**config.mk**
```make
export PLATFORM = sky130hd
export DESIGN_NAME = fb_read_arbiter_flat
export DESIGN_NICKNAME = d
export VERILOG_FILES = /design/src/rtl/fb_read_arbiter_if.sv /design/src/rtl/fb_read_arbiter.sv /design/src/flat_wrapper.sv
export SDC_FILE = /design/constraint.sdc
export NUM_CORES = 1
export LEC_CHECK = 0
export BUFFER_PORTS_ARGS = -buffer_cell sky130_fd_sc_hd__buf_2
export CAP_MARGIN = 20
export CORE_UTILIZATION = 46
export DETAILED_ROUTE_END_ITERATION = 10
export PLACE_DENSITY_LB_ADDON = 0.1
export SLEW_MARGIN = 10
export SYNTH_ARGS = -nofsm -noshare
export SYNTH_HDL_FRONTEND = slang
export SYNTH_SLANG_ARGS = --single-unit
```
**constraint.sdc**
```tcl
create_clock -name i_clk -period 3 [get_ports i_clk]
set_input_delay 0.45 -clock i_clk [delete_from_list [all_inputs] [get_ports i_clk]]
set_output_delay 0.45 -clock i_clk [all_outputs]
set_load 0.01 [all_outputs]
```
**src/rtl/fb_read_arbiter_if.sv**
```systemverilog
// Read-port bundle between the arbiter, its two requesters and the current-frame framebuffer.
// The slave modport is the arbiter side; the master modport is the requester/framebuffer side.
interface fb_read_arbiter_if #(
    parameter int c_addr_w = 10,
    parameter int c_bpc    = 12
);
    logic                i_drv_req;
    logic [c_addr_w-1:0] i_drv_addr;
    logic                o_drv_gnt;
    logic                o_drv_valid;
    logic [c_bpc-1:0]    o_drv_data;

    logic                i_ani_req;
    logic [c_addr_w-1:0] i_ani_addr;
    logic                o_ani_gnt;
    logic                o_ani_valid;
    logic [c_bpc-1:0]    o_ani_data;

    logic [c_addr_w-1:0] o_fb_raddr;
    logic [c_bpc-1:0]    i_fb_rdata;

    modport slave (
        input  i_drv_req, i_drv_addr, i_ani_req, i_ani_addr, i_fb_rdata,
        output o_drv_gnt, o_drv_valid, o_drv_data,
        output o_ani_gnt, o_ani_valid, o_ani_data, o_fb_raddr
    );

    modport master (
        output i_drv_req, i_drv_addr, i_ani_req, i_ani_addr, i_fb_rdata,
        input  o_drv_gnt, o_drv_valid, o_drv_data,
        input  o_ani_gnt, o_ani_valid, o_ani_data, o_fb_raddr
    );
endinterface

```
**src/rtl/fb_read_arbiter.sv**
```systemverilog
// Shares the current-frame framebuffer read port between the LED driver and the animator, tagging each read.
// Optional macro FB_ARB_FAIR_EN: round-robin on contention instead of strict driver priority.
module fb_read_arbiter #(
    parameter int c_ledboards  = 30,
    parameter int c_bpc        = 12,
    parameter int c_rd_latency = 1
) (
    input  logic             i_clk,
    input  logic             i_rst_n,
    fb_read_arbiter_if.slave bus,
    input  logic             i_clr_stall,
    output logic [15:0]      o_stall_cnt
);
    localparam int c_channels = c_ledboards * 32;
    localparam int c_addr_w   = $clog2(c_channels);

    function automatic logic [15:0] sat_inc16(input logic [15:0] v);
        return (v == 16'hFFFF) ? v : v + 16'd1;
    endfunction

    logic drv_win;
    logic ani_win;

`ifdef FB_ARB_FAIR_EN
    // prio_ani: the animator wins the next contended cycle
    logic prio_ani;
    logic contend;
    assign contend = bus.i_drv_req & bus.i_ani_req;

    always_comb begin
        drv_win = bus.i_drv_req;
        ani_win = bus.i_ani_req;
        if (contend) begin
            drv_win = ~prio_ani;
            ani_win = prio_ani;
        end
    end

    always_ff @(posedge i_clk or negedge i_rst_n) begin
        if (!i_rst_n) begin
            prio_ani <= 1'b0;
        end else if (contend) begin
            prio_ani <= ~prio_ani;
        end
    end
`else
    assign drv_win = bus.i_drv_req;
    assign ani_win = bus.i_ani_req & ~bus.i_drv_req;
`endif

    // p0: issue stage, grant pulse and registered framebuffer address
    logic                gnt_drv_p0;
    logic                gnt_ani_p0;
    logic [c_addr_w-1:0] raddr_p0;

    always_ff @(posedge i_clk or negedge i_rst_n) begin
        if (!i_rst_n) begin
            gnt_drv_p0 <= 1'b0;
            gnt_ani_p0 <= 1'b0;
            raddr_p0   <= '0;
        end else begin
            gnt_drv_p0 <= drv_win;
            gnt_ani_p0 <= ani_win;
            if (drv_win) begin
                raddr_p0 <= bus.i_drv_addr;
            end else if (ani_win) begin
                raddr_p0 <= bus.i_ani_addr;
            end
        end
    end

    // p1: owner tag {drv,ani} delayed to line up with i_fb_rdata
    logic [1:0] tag_p1 [c_rd_latency];

    always_ff @(posedge i_clk or negedge i_rst_n) begin
        if (!i_rst_n) begin
            for (int i = 0; i < c_rd_latency; i++) begin
                tag_p1[i] <= 2'b00;
            end
        end else begin
            tag_p1[0] <= {gnt_drv_p0, gnt_ani_p0};
            for (int i = 1; i < c_rd_latency; i++) begin
                tag_p1[i] <= tag_p1[i-1];
            end
        end
    end

    // p2: return stage, only the tagged owner captures the data
    logic             vld_drv_p2;
    logic             vld_ani_p2;
    logic [c_bpc-1:0] data_drv_p2;
    logic [c_bpc-1:0] data_ani_p2;

    always_ff @(posedge i_clk or negedge i_rst_n) begin
        if (!i_rst_n) begin
            vld_drv_p2  <= 1'b0;
            vld_ani_p2  <= 1'b0;
            data_drv_p2 <= '0;
            data_ani_p2 <= '0;
        end else begin
            vld_drv_p2 <= tag_p1[c_rd_latency-1][1];
            vld_ani_p2 <= tag_p1[c_rd_latency-1][0];
            if (tag_p1[c_rd_latency-1][1]) begin
                data_drv_p2 <= bus.i_fb_rdata;
            end
            if (tag_p1[c_rd_latency-1][0]) begin
                data_ani_p2 <= bus.i_fb_rdata;
            end
        end
    end

    logic [15:0] stall_cnt;

    always_ff @(posedge i_clk or negedge i_rst_n) begin
        if (!i_rst_n) begin
            stall_cnt <= 16'd0;
        end else if (i_clr_stall) begin
            stall_cnt <= 16'd0;
        end else if (bus.i_ani_req && !ani_win) begin
            stall_cnt <= sat_inc16(stall_cnt);
        end
    end

    assign bus.o_drv_gnt   = gnt_drv_p0;
    assign bus.o_ani_gnt   = gnt_ani_p0;
    assign bus.o_fb_raddr  = raddr_p0;
    assign bus.o_drv_valid = vld_drv_p2;
    assign bus.o_ani_valid = vld_ani_p2;
    assign bus.o_drv_data  = data_drv_p2;
    assign bus.o_ani_data  = data_ani_p2;
    assign o_stall_cnt     = stall_cnt;
endmodule

```
**src/flat_wrapper.sv**
```systemverilog
// flat-port wrapper written by rule: the top's interface ports become plain ports
module fb_read_arbiter_flat 
#(
    parameter int c_ledboards  = 30,
    parameter int c_bpc        = 12,
    parameter int c_rd_latency = 1
)
  (i_clk, i_rst_n, i_clr_stall, o_stall_cnt, bus_i_drv_req, bus_i_drv_addr, bus_i_ani_req, bus_i_ani_addr, bus_i_fb_rdata, bus_o_drv_gnt, bus_o_drv_valid, bus_o_drv_data, bus_o_ani_gnt, bus_o_ani_valid, bus_o_ani_data, bus_o_fb_raddr);
  fb_read_arbiter_if #(.c_addr_w(($clog2((30) * 32))), .c_bpc(c_bpc)) bus_i ();
  input  logic i_clk;
  input  logic i_rst_n;
  input  logic i_clr_stall;
  output logic [15:0] o_stall_cnt;
  input wire logic [$bits(bus_i.i_drv_req)-1:0] bus_i_drv_req;
  input wire logic [$bits(bus_i.i_drv_addr)-1:0] bus_i_drv_addr;
  input wire logic [$bits(bus_i.i_ani_req)-1:0] bus_i_ani_req;
  input wire logic [$bits(bus_i.i_ani_addr)-1:0] bus_i_ani_addr;
  input wire logic [$bits(bus_i.i_fb_rdata)-1:0] bus_i_fb_rdata;
  output wire logic [$bits(bus_i.o_drv_gnt)-1:0] bus_o_drv_gnt;
  output wire logic [$bits(bus_i.o_drv_valid)-1:0] bus_o_drv_valid;
  output wire logic [$bits(bus_i.o_drv_data)-1:0] bus_o_drv_data;
  output wire logic [$bits(bus_i.o_ani_gnt)-1:0] bus_o_ani_gnt;
  output wire logic [$bits(bus_i.o_ani_valid)-1:0] bus_o_ani_valid;
  output wire logic [$bits(bus_i.o_ani_data)-1:0] bus_o_ani_data;
  output wire logic [$bits(bus_i.o_fb_raddr)-1:0] bus_o_fb_raddr;
  assign bus_i.i_drv_req = bus_i_drv_req;
  assign bus_i.i_drv_addr = bus_i_drv_addr;
  assign bus_i.i_ani_req = bus_i_ani_req;
  assign bus_i.i_ani_addr = bus_i_ani_addr;
  assign bus_i.i_fb_rdata = bus_i_fb_rdata;
  assign bus_o_drv_gnt = bus_i.o_drv_gnt;
  assign bus_o_drv_valid = bus_i.o_drv_valid;
  assign bus_o_drv_data = bus_i.o_drv_data;
  assign bus_o_ani_gnt = bus_i.o_ani_gnt;
  assign bus_o_ani_valid = bus_i.o_ani_valid;
  assign bus_o_ani_data = bus_i.o_ani_data;
  assign bus_o_fb_raddr = bus_i.o_fb_raddr;
  fb_read_arbiter #(.c_ledboards(c_ledboards), .c_bpc(c_bpc), .c_rd_latency(c_rd_latency)) u_core (.i_clk(i_clk), .i_rst_n(i_rst_n), .bus(bus_i), .i_clr_stall(i_clr_stall), .o_stall_cnt(o_stall_cnt));
endmodule
```
==> results.yml, run 1 <==
floorplanning:
  die_h_um: 74.1
  initial_utilization: 0.493
  fp.coreArea_um2: 4850
  die_area_um2: 5480
  io_pins: 91
  rows: 25
  die_w_um: 74.1
placement:
  place_inst: 348
  dp_hpwl_um: 3300
  gp_congestion: 0.739
  port_buffers: 90
setup_path:
  reg2reg_depth: 4
  reg2reg_from: "u_core.o_stall_cnt[2]"
  path_class: "register to register"
  required_ns: 3.20
  start_kind: "register"
  slowest_delay_ns: 0.62
  worst-endpoint-arrival_ns: 2.23
  r2r_end: "u_core.o_stall_cnt[15]"
  end_kind: "register"
  worstPathCellList: "nand3_1 -> or4_1 -> nor4b_1 -> mux2_1"
  crit_slowest_cell: "or4_1"
  crit_path_max_fanout: 8
  rrSetupSlack_ns: 0.97
clocking:
  cts_root_buf: "clkbuf_8"
  clk_transition_reported_paths_ns: 0.10
  cts_resized: 0
  cts_tree: "done"
  htreeDepth: 2
  clk_path_buf_depth: 2
  postCtsHoldBufs: 0
  numCtsBuffers: 5
  cts_sinks: 56
  post_cts_buffers: 0
  clkLatencyLatePin_ns: 0.31
min_path:
  hp-class: "input pin to asynchronous set/reset pin"
final_layout:
  final_nets: 326
  syn_to_final_growth_pct: 25.5
  post_route_cells_drive_above_1_share: 0.436
  fillers: 395
  layout.cells.non_filler: 356
  antenna_cells: 0
global_routing:
  track_usage: 0.180
  grt_start_max_net_pins: 57
  antenna_found_initial: 0
  grt_pass1_wl_um: 7620
  grt-ovfl-total: 0
  grt_pass1_vias: 1657
timing:
  finalSetupViolations: 0
  maxSlewViolCount: 0
  fmax_mhz: 492
  min_period_ns: 2.03
  fin_crit_sh: 0.678
  slew-limit-headroom: 0.543
  fin_skew_ns: 0.0107
  rsz0062_at_grt: "false"
  hold_viol_final: 0
  setup-tns-final_ns: 0
  tightest_slew_ns: 0.685
routing:
  vias_per_cell: 5.33
  vias: 1897
  drc: 0
  ant_nets: 0
  drt_iter0_markers: 139
  wl_per_cell_um: 13.3
  drt_wl_total_um: 4720
  dr.pass1.iters: 4
synth:
  synthCells: 198
  syn-num-nets: 236
  syn_area_per_cell_um2: 12.1
  synth_top_cell_by_area: "dfrtp_1"
  synth_area_um2: 2390
  synth-seq-cells: 56
  seq_area_frac_synth: 0.587
  yosysWarningCount: 0
  synthTopCellsByArea: "dfrtp_1 (59%), mux2_2 (11%), mux2i_1 (4.2%)"
  yosysTopAreaCellShare: 0.587
  synthDistinctLibCells: 29
pwr:
  p_leak_nw: 1.43
  ir_drop_mv: 0.275
  p_per_area_nw_per_um2: 487
flow_run:
  cap_viol_max_count: 0
run_status:
  outcome: "completed"
kinds of logic after synthesis:
family | share of synthesized area
flops | 0.587
simple gates | 0.130
compound gates | 0.0932
mux | 0.164
buf+inv | 0.0199
fa+ha+maj | 0.00524
final cells by class:
class / count / area, um2 / share of cell area
repair buffers: 94 / 480 / 0.160
multi-input cells: 130 / 940 / 0.313
flip-flops and latches: 56 / 1400 / 0.467
clock buffers: 6 / 72.6 / 0.0242
well taps: 67 / 83.8 / 0.0280
clock inverters: 2 / 16.3 / 0.00543
inverters: 1 / 3.75 / 0.00125
worst max path at each step:
stage / startpoint / to / slack (ns) / cells past startpoint
after floorplan: u_core.o_stall_cnt[2] / u_core.o_stall_cnt[15] / 1.06 / 5
after global placement: bus_i_ani_req / u_core.o_stall_cnt[15] / 0.71 / 5
after detailed placement: bus_i_ani_req / u_core.o_stall_cnt[15] / 0.66 / 5
after CTS: u_core.o_stall_cnt[0] / u_core.o_stall_cnt[15] / 0.96 / 4
after global routing: u_core.o_stall_cnt[0] / u_core.o_stall_cnt[15] / 0.80 / 5
final: u_core.o_stall_cnt[2] / u_core.o_stall_cnt[15] / 0.97 / 4
registers in the layout (all words and copies together) (netlist names):
register                count
u_core.tag_p1               2
u_core.bus.o_fb_raddr      10
u_core.bus.o_drv_data      12
u_core.bus.o_drv_valid      1
u_core.bus.o_drv_gnt        1
u_core.bus.o_ani_data      12
u_core.bus.o_ani_gnt        1
u_core.bus.o_ani_valid      1
u_core.o_stall_cnt         16
layout by cell type (no fill, tap or decap), types with 3 or more instances in the layout:
master / count
a21oi_1: 13
buf_2: 90
buf_4: 4
clkbuf_8: 5
dfrtp_1: 56
mux2_2: 24
mux2i_1: 10
nand2_1: 15
nand3_1: 9
nand4_1: 3
nor2_1: 3
nor2b_1: 3
o21ai_0: 11
o31ai_1: 10
or3_1: 5
or4_1: 10
power by group:
part | switching, mW | internal (mW)
registers | 0.0333 | 0.812
logic | 0.103 | 0.104
clock network | 0.242 | 0.167
total | 0.378 | 1.08
metal layers:
metal	vias to the layer above	track usage	share of wire
met5	-	0	0
met2	68	0.287	0.46
met1	915	0.245	0.47
met3	7	0.0312	0.057
li1	907	-	-
met4	0	0.0726	0.014
stage by stage:
stage / worst slack (ns) / hold WS [ns] / area, um2 / power (mW) / utilization
after floorplan: 1.06 / 0.154 / 2390 / 0.959 / -
after global placement: 0.706 / 0.353 / 2910 / 1.07 / 0.600
after detailed placement: 0.657 / 0.362 / 2910 / 1.07 / 0.600
after CTS: 0.961 / 0.293 / 3000 / 1.48 / 0.618
after global routing: 0.799 / 0.332 / 3000 / 1.53 / 0.618
final: 0.967 / 0.268 / 3000 / 1.46 / 0.618
synthesized netlist by cell type (all sizes together):
library cell and number:
dfrtp 56, and4 1, ha 1, nor2b 3, inv 1, nand3 9
and3 1, o21ai 13, a21oi 13, o21ba 1, or3 5, nand2 15
nor4 2, nor4b 1, nor3b 1, nand4 3, clkbuf 5, mux2i 10
nor2 3, o31ai 10, o21a 1, nor3 1, or4 10, mux2 26
buf 6
critical path, delay by kind of cell, from the launching register on:
family	cells	cell delay, ns
flops	1	0.47
mux	1	0.35
simple gates	3	1.10
Note: power is estimated with default switching activity, not from simulation.
==> run 2: changes to the inputs <==
--- a/config.mk
+++ b/config.mk
@@ -5,9 +5,10 @@
 export SDC_FILE = /design/constraint.sdc
 export NUM_CORES = 1
 export LEC_CHECK = 0
+export ABC_AREA = 1
 export BUFFER_PORTS_ARGS = -buffer_cell sky130_fd_sc_hd__buf_2
 export CAP_MARGIN = 20
-export CORE_UTILIZATION = 46
+export CORE_UTILIZATION = 44
 export DETAILED_ROUTE_END_ITERATION = 10
 export PLACE_DENSITY_LB_ADDON = 0.1
 export SLEW_MARGIN = 10
==> constraint.sdc (replaced) <==
create_clock -name i_clk -period 1.7 [get_ports i_clk]
set_input_delay 0.255 -clock i_clk [delete_from_list [all_inputs] [get_ports i_clk]]
set_output_delay 0.255 -clock i_clk [all_outputs]
set_load 0.01 [all_outputs]
==> results.yml, run 2 <==
synth:
  synthArstFlopShare: 1.00
  syn_area_per_cell_um2: 9.71
  yosysTopAreaCellShare: 0.557
  synth-seq-cells: 56
  synthTopCellsByArea: "dfrtp_1 (56%), nand2_1 (12%), mux2_2 (11%)"
  synth_top_cell_by_area: "dfrtp_1"
  yosysWarningCount: 0
  synth_flop_cell: "dfrtp_1"
  synth_area_um2: 2520
  post-synth-top-count-cell: "nand2_1"
  synthTopCellsByCount: "nand2_1 (78), dfrtp_1 (56), nand3_1 (25)"
  syn-num-nets: 297
  synthCells: 259
  synthDistinctLibCells: 26
  seq_area_frac_synth: 0.557
  synth_edf_count: 0
routing:
  vias_per_cell: 4.79
  dr.pass1.iters: 4
  ant_nets: 0
  drc: 0
  drt_iter0_markers: 71
  vias: 2065
  drt_wl_total_um: 5280
  wl_per_cell_um: 12.3
timing:
  fin_skew_ns: 0.00842
  finalSetupViolations: 0
  hold_viol_final: 0
  slew-limit-headroom: 0.632
  tightest_slew_ns: 0.552
  fmax_mhz: 661
  maxSlewViolCount: 0
  postLayoutSetupSlackWorst_ns: 0.186
  fin_crit_sh: 0.890
  timing.hold.ws_ns: 0.150
  min_period_ns: 1.51
  setup-tns-final_ns: 0
clocking:
  numCtsBuffers: 5
  htreeDepth: 2
  cts_root_buf: "clkbuf_8"
  cts_sinks: 56
  clk_path_buf_depth: 2
  cts_tree: "done"
  clkLatencyLatePin_ns: 0.31
  clk_transition_reported_paths_ns: 0.10
setup_path:
  cp_common_cell: "nand2_2"
  crit_slowest_cell: "dfrtp_1"
  path_class: "register to register"
  crit_path_max_fanout: 18
  end_kind: "register"
  worst-endpoint-arrival_ns: 1.74
  reg2reg_depth: 9
  slowest_delay_ns: 0.42
  start_kind: "register"
  worstPathCellList: "ha_2 -> nand2_2 -> nor2_2 -> nand2_2 -> inv_2 -> nand3_2 -> nand2_8 -> nand2_1 -> o21ai_0"
  required_ns: 1.93
pwr:
  ir_drop_mv: 0.407
  p_leak_nw: 1.58
  p_per_area_nw_per_um2: 825
global_routing:
  grt-ovfl-total: 0
  grt_util_met3: 0.0365
  grt_pass1_wl_um: 8790
  track_usage: 0.187
  grtUsageMet2: 0.309
  busiest_layer: "met2"
  grt_pass1_vias: 1877
  antenna_found_initial: 0
  grtUsageMet1: 0.246
  grt_start_max_net_pins: 57
placement:
  place_ws_ns: 0.156
  dp_hpwl_um: 3850
  port_buffers: 90
  gp_congestion: 0.876
  place_area_um2: 3070
final_layout:
  final_nets: 396
  syn_to_final_growth_pct: 27.0
  largest_reg_flops: 16
  layout_commonest_cell: "buf_2"
  mostFrequentLayoutCells: "buf_2 (90), nand2_1 (78), dfrtp_1 (56)"
  final_util: 0.580
  post_route_cells_drive_above_1_share: 0.404
  antenna_cells: 0
  final_area_um2: 3190
floorplanning:
  rows: 27
  fp.coreArea_um2: 5510
  die_area_um2: 6020
  die_w_um: 77.6
  initial_utilization: 0.457
  die_h_um: 77.6
  io_pins: 91
flow_run:
  cap_viol_max_count: 0
min_path:
  whs_path_depth: 3
  hp-class: "input pin to register"
run_status:
  outcome: "completed"
==> run 2: cell count changes after synthesis, moves of 5 or more <==
cell	previous run	this run
nand2_1	15	78
nand3_1	9	25
nor2_1	3	17
a21oi_1	13	1
inv_1	1	13
mux2i_1	10	0
o31ai_1	10	0
or4_1	10	0
nor2_2	0	7
or3_1	5	0
xor2_1	0	5
==> run 2: timing repair <==
action / CTS / global route
hold buffers: 1 / 0
gates resized for setup: 0 / 2
setup buffers: 0 / 1
endpoints found under the setup margin: 0 / 10
hold endpoints to repair: 56 / 0
==> run 2: where the power goes <==
| group | total (mW) | switching (mW) | internal, mW |
|---|---|---|---|
| sequential | 1.48 | 0.0514 | 1.43 |
| clock | 0.764 | 0.430 | 0.334 |
| combinational | 0.388 | 0.199 | 0.189 |
| total | 2.64 | 0.680 | 1.96 |
==> run 2: kinds of logic after synthesis <==
kind of cell,share of synthesized area
AND/OR/NAND/NOR,0.245
flip-flops,0.557
multiplexers,0.107
buffers and inverters,0.0373
AO/OA/AOI/OAI,0.0244
XOR/XNOR,0.0244
adder cells (fa/ha/maj),0.00497
==> run 2: path summary, 6_finish.rpt <==
kind / slack, ns / from / endpoint
max in group asynchronous: 1.00 / i_rst_n / u_core.o_stall_cnt[2]
worst min register to register: 0.38 / u_core.bus.o_ani_gnt / u_core.tag_p1[0]
min in group asynchronous: 0.47 / i_rst_n / u_core.bus.o_ani_valid
worst max register to register: 0.19 / u_core.o_stall_cnt[0] / u_core.o_stall_cnt[2]
worst max-delay path: 0.19 / u_core.o_stall_cnt[0] / u_core.o_stall_cnt[2]
worst min-delay path: 0.15 / bus_i_ani_addr[0] / u_core.bus.o_fb_raddr[0]
==> run 2: area by class of cell <==
| class | instances | area [um2] |
|---|---|---|
| Fill cell | 503 | 2310 |
| Sequential cell | 56 | 1400 |
| Multi-Input combinational cell | 183 | 1030 |
| Timing Repair Buffer | 97 | 518 |
| Tap cell | 72 | 90.1 |
| Clock buffer | 6 | 82.6 |
| Inverter | 15 | 56.3 |
| Clock inverter | 2 | 13.8 |
==> run 2: stage by stage <==
stage          cells  total power [mW]
6_report         431              2.64
5_1_grt          431              2.78
4_1_cts          430              2.68
3_5_place_dp     421              1.90
3_3_place_gp     421              1.89
2_1_floorplan    259              1.70
==> run 2: critical path, delay by kind of cell (launching register included) <==
kind	cells	cell delay [ns]
flops	1	0.42
buf+inv	1	0.07
compound gates	1	0.07
simple gates	6	0.63
fa+ha+maj	1	0.24
==> run 2: layer usage <==
layer | wire [um] | up-vias
li1 | - | 1037
met1 | 2410 | 955
met2 | 2500 | 65
met3 | 293 | 8
met4 | 81 | 0
met5 | 0 | -
==> run 3: changes to the inputs <==
--- a/config.mk
+++ b/config.mk
@@ -8,8 +8,11 @@
 export ABC_AREA = 1
 export BUFFER_PORTS_ARGS = -buffer_cell sky130_fd_sc_hd__buf_2
 export CAP_MARGIN = 20
-export CORE_UTILIZATION = 44
+export CELL_PAD_IN_SITES_DETAIL_PLACEMENT = 0
+export CELL_PAD_IN_SITES_GLOBAL_PLACEMENT = 2
+export CORE_UTILIZATION = 26
 export DETAILED_ROUTE_END_ITERATION = 10
+export MAX_ROUTING_LAYER = met4
 export PLACE_DENSITY_LB_ADDON = 0.1
 export SLEW_MARGIN = 10
 export SYNTH_ARGS = -nofsm -noshare
==> results.yml, run 3 (synthesis results as in run 2) <==
routing:
  maxUsedRoutingLayer: "met4"
  drt_iter0_markers: 63
  wl_per_cell_um: 13.5
  dr_wl_met3_um: 296
  wl_met1_um: 3250
  ant_nets: 0
  dr.pass1.iters: 4
  drc: 0
  dr_wl_met2_um: 3050
  drt_wl_total_um: 6650
  vias_per_cell: 4.26
  vias: 2091
final_layout:
  syn_to_final_growth_pct: 30.7
  mostFrequentLayoutCells: "buf_2 (90), nand2_1 (78), dfrtp_1 (55)"
  layout_commonest_cell: "buf_2"
  fillers: 1012
  post_route_cells_drive_above_1_share: 0.412
  final_nets: 399
  final_util: 0.353
  antenna_cells: 0
  largest_reg_flops: 16
floorplanning:
  fp.coreArea_um2: 9330
  die_area_um2: 10100
  io_pins: 91
  rows: 35
  die_w_um: 100
  die_h_um: 100
  initial_utilization: 0.270
pwr:
  p_leak_nw: 1.59
  ir_drop_mv: 0.307
  p_per_area_nw_per_um2: 814
placement:
  gp_congestion: 0.694
  place_ws_ns: 0.129
  dp_hpwl_um: 4870
  port_buffers: 90
setup_path:
  worst-endpoint-arrival_ns: 1.77
  reg2reg_depth: 9
  crit_path_max_fanout: 18
  end_kind: "register"
  r2r_end: "u_core.o_stall_cnt[7]"
  path_class: "register to register"
  rrSetupSlack_ns: 0.18
  cp-startpoint: "u_core.o_stall_cnt[1]"
  required_ns: 1.94
  crit_end: "u_core.o_stall_cnt[7]"
  start_kind: "register"
  reg2reg_from: "u_core.o_stall_cnt[1]"
clocking:
  clk_transition_reported_paths_ns: 0.11
  htreeDepth: 2
  numCtsBuffers: 5
  clkLatencyLatePin_ns: 0.32
  cts_tree: "done"
  clk_path_buf_depth: 2
  cts_root_buf: "clkbuf_8"
  cts_sinks: 56
global_routing:
  grt-ovfl-total: 0
  antenna_found_initial: 0
  grt_pass1_vias: 2105
  track_usage: 0.144
  grt_start_max_net_pins: 57
  grt_pass1_wl_um: 10700
timing:
  tightest_slew_ns: 0.747
  hold_viol_final: 0
  finalSetupViolations: 0
  fin_crit_sh: 0.896
  min_period_ns: 1.52
  fin_skew_ns: 0.00497
  maxSlewViolCount: 0
  slew-limit-headroom: 0.500
  postLayoutSetupSlackWorst_ns: 0.176
  fmax_mhz: 656
min_path:
  hp-class: "input pin to register"
run_status:
  outcome: "completed"
flow_run:
  cap_viol_max_count: 0
run 3: routing by layer:
metal  track usage  vias to the layer above
met1         0.186                      979
met5             -                        -
met4        0.0368                        0
met3        0.0286                        6
li1              -                     1041
met2         0.231                       65
run 3: critical path, cell delays in order (launching register included):
cell and delay (ns):
dfrtp_2 0.42, ha_2 0.22, nand2_2 0.06, nor2_2 0.14, nand2_2 0.11, inv_2 0.08, nand3_2 0.13, nand2_8 0.17
nand2_1 0.06, o21ai_0 0.07
run 3: final cells by class:
type | count | area (um2) | area share
clock buffers | 5 | 68.8 | 0.0209
repair buffers | 100 | 541 | 0.164
inverters | 15 | 56.3 | 0.0171
clock inverters | 3 | 27.5 | 0.00837
flip-flops and latches | 56 | 1400 | 0.426
multi-input cells | 183 | 1030 | 0.314
well taps | 129 | 161 | 0.0491
run 3: how the worst min path moves through the flow:
stage / to / from / cells past startpoint / slack [ns]
after floorplan: u_core.bus.o_ani_data[0] / i_rst_n / 0 / -0.04
after global placement: u_core.bus.o_drv_data[2] / i_rst_n / 2 / 0.29
after detailed placement: u_core.bus.o_drv_data[2] / i_rst_n / 2 / 0.29
after CTS: u_core.bus.o_fb_raddr[3] / bus_i_ani_addr[3] / 3 / 0.11
after global routing: u_core.bus.o_fb_raddr[4] / bus_i_ani_addr[4] / 3 / 0.14
final: u_core.bus.o_fb_raddr[3] / bus_i_ani_addr[3] / 3 / 0.13
run 3: report_power, final:
group          total, mW  internal (mW)  switching (mW)
Sequential          1.48           1.43          0.0507
Combinational      0.398          0.189           0.209
Clock              0.797          0.304           0.493
Total               2.68           1.93           0.753
run 3: metrics by stage:
stage / TNS [ns] / area, um2 / power (mW) / hold slack [ns] / std cells
3_3_place_gp: 0 / 3160 / 1.91 / 0.290 / 480
3_5_place_dp: 0 / 3160 / 1.92 / 0.288 / 480
4_1_cts: 0 / 3260 / 2.75 / 0.110 / 489
2_1_floorplan: 0 / 2520 / 1.70 / -0.0406 / 259
5_1_grt: -0.00682 / 3290 / 2.83 / 0.135 / 491
6_report: 0 / 3290 / 2.68 / 0.132 / 491
run 3: timing repair:
action / 4_1_cts / 5_1_grt
resized for setup: 0 / 3
endpoints found under the setup margin: 0 / 15
hold endpoints to repair: 56 / 0
buffers inserted: 0 / 2
hold buffers: 1 / 0
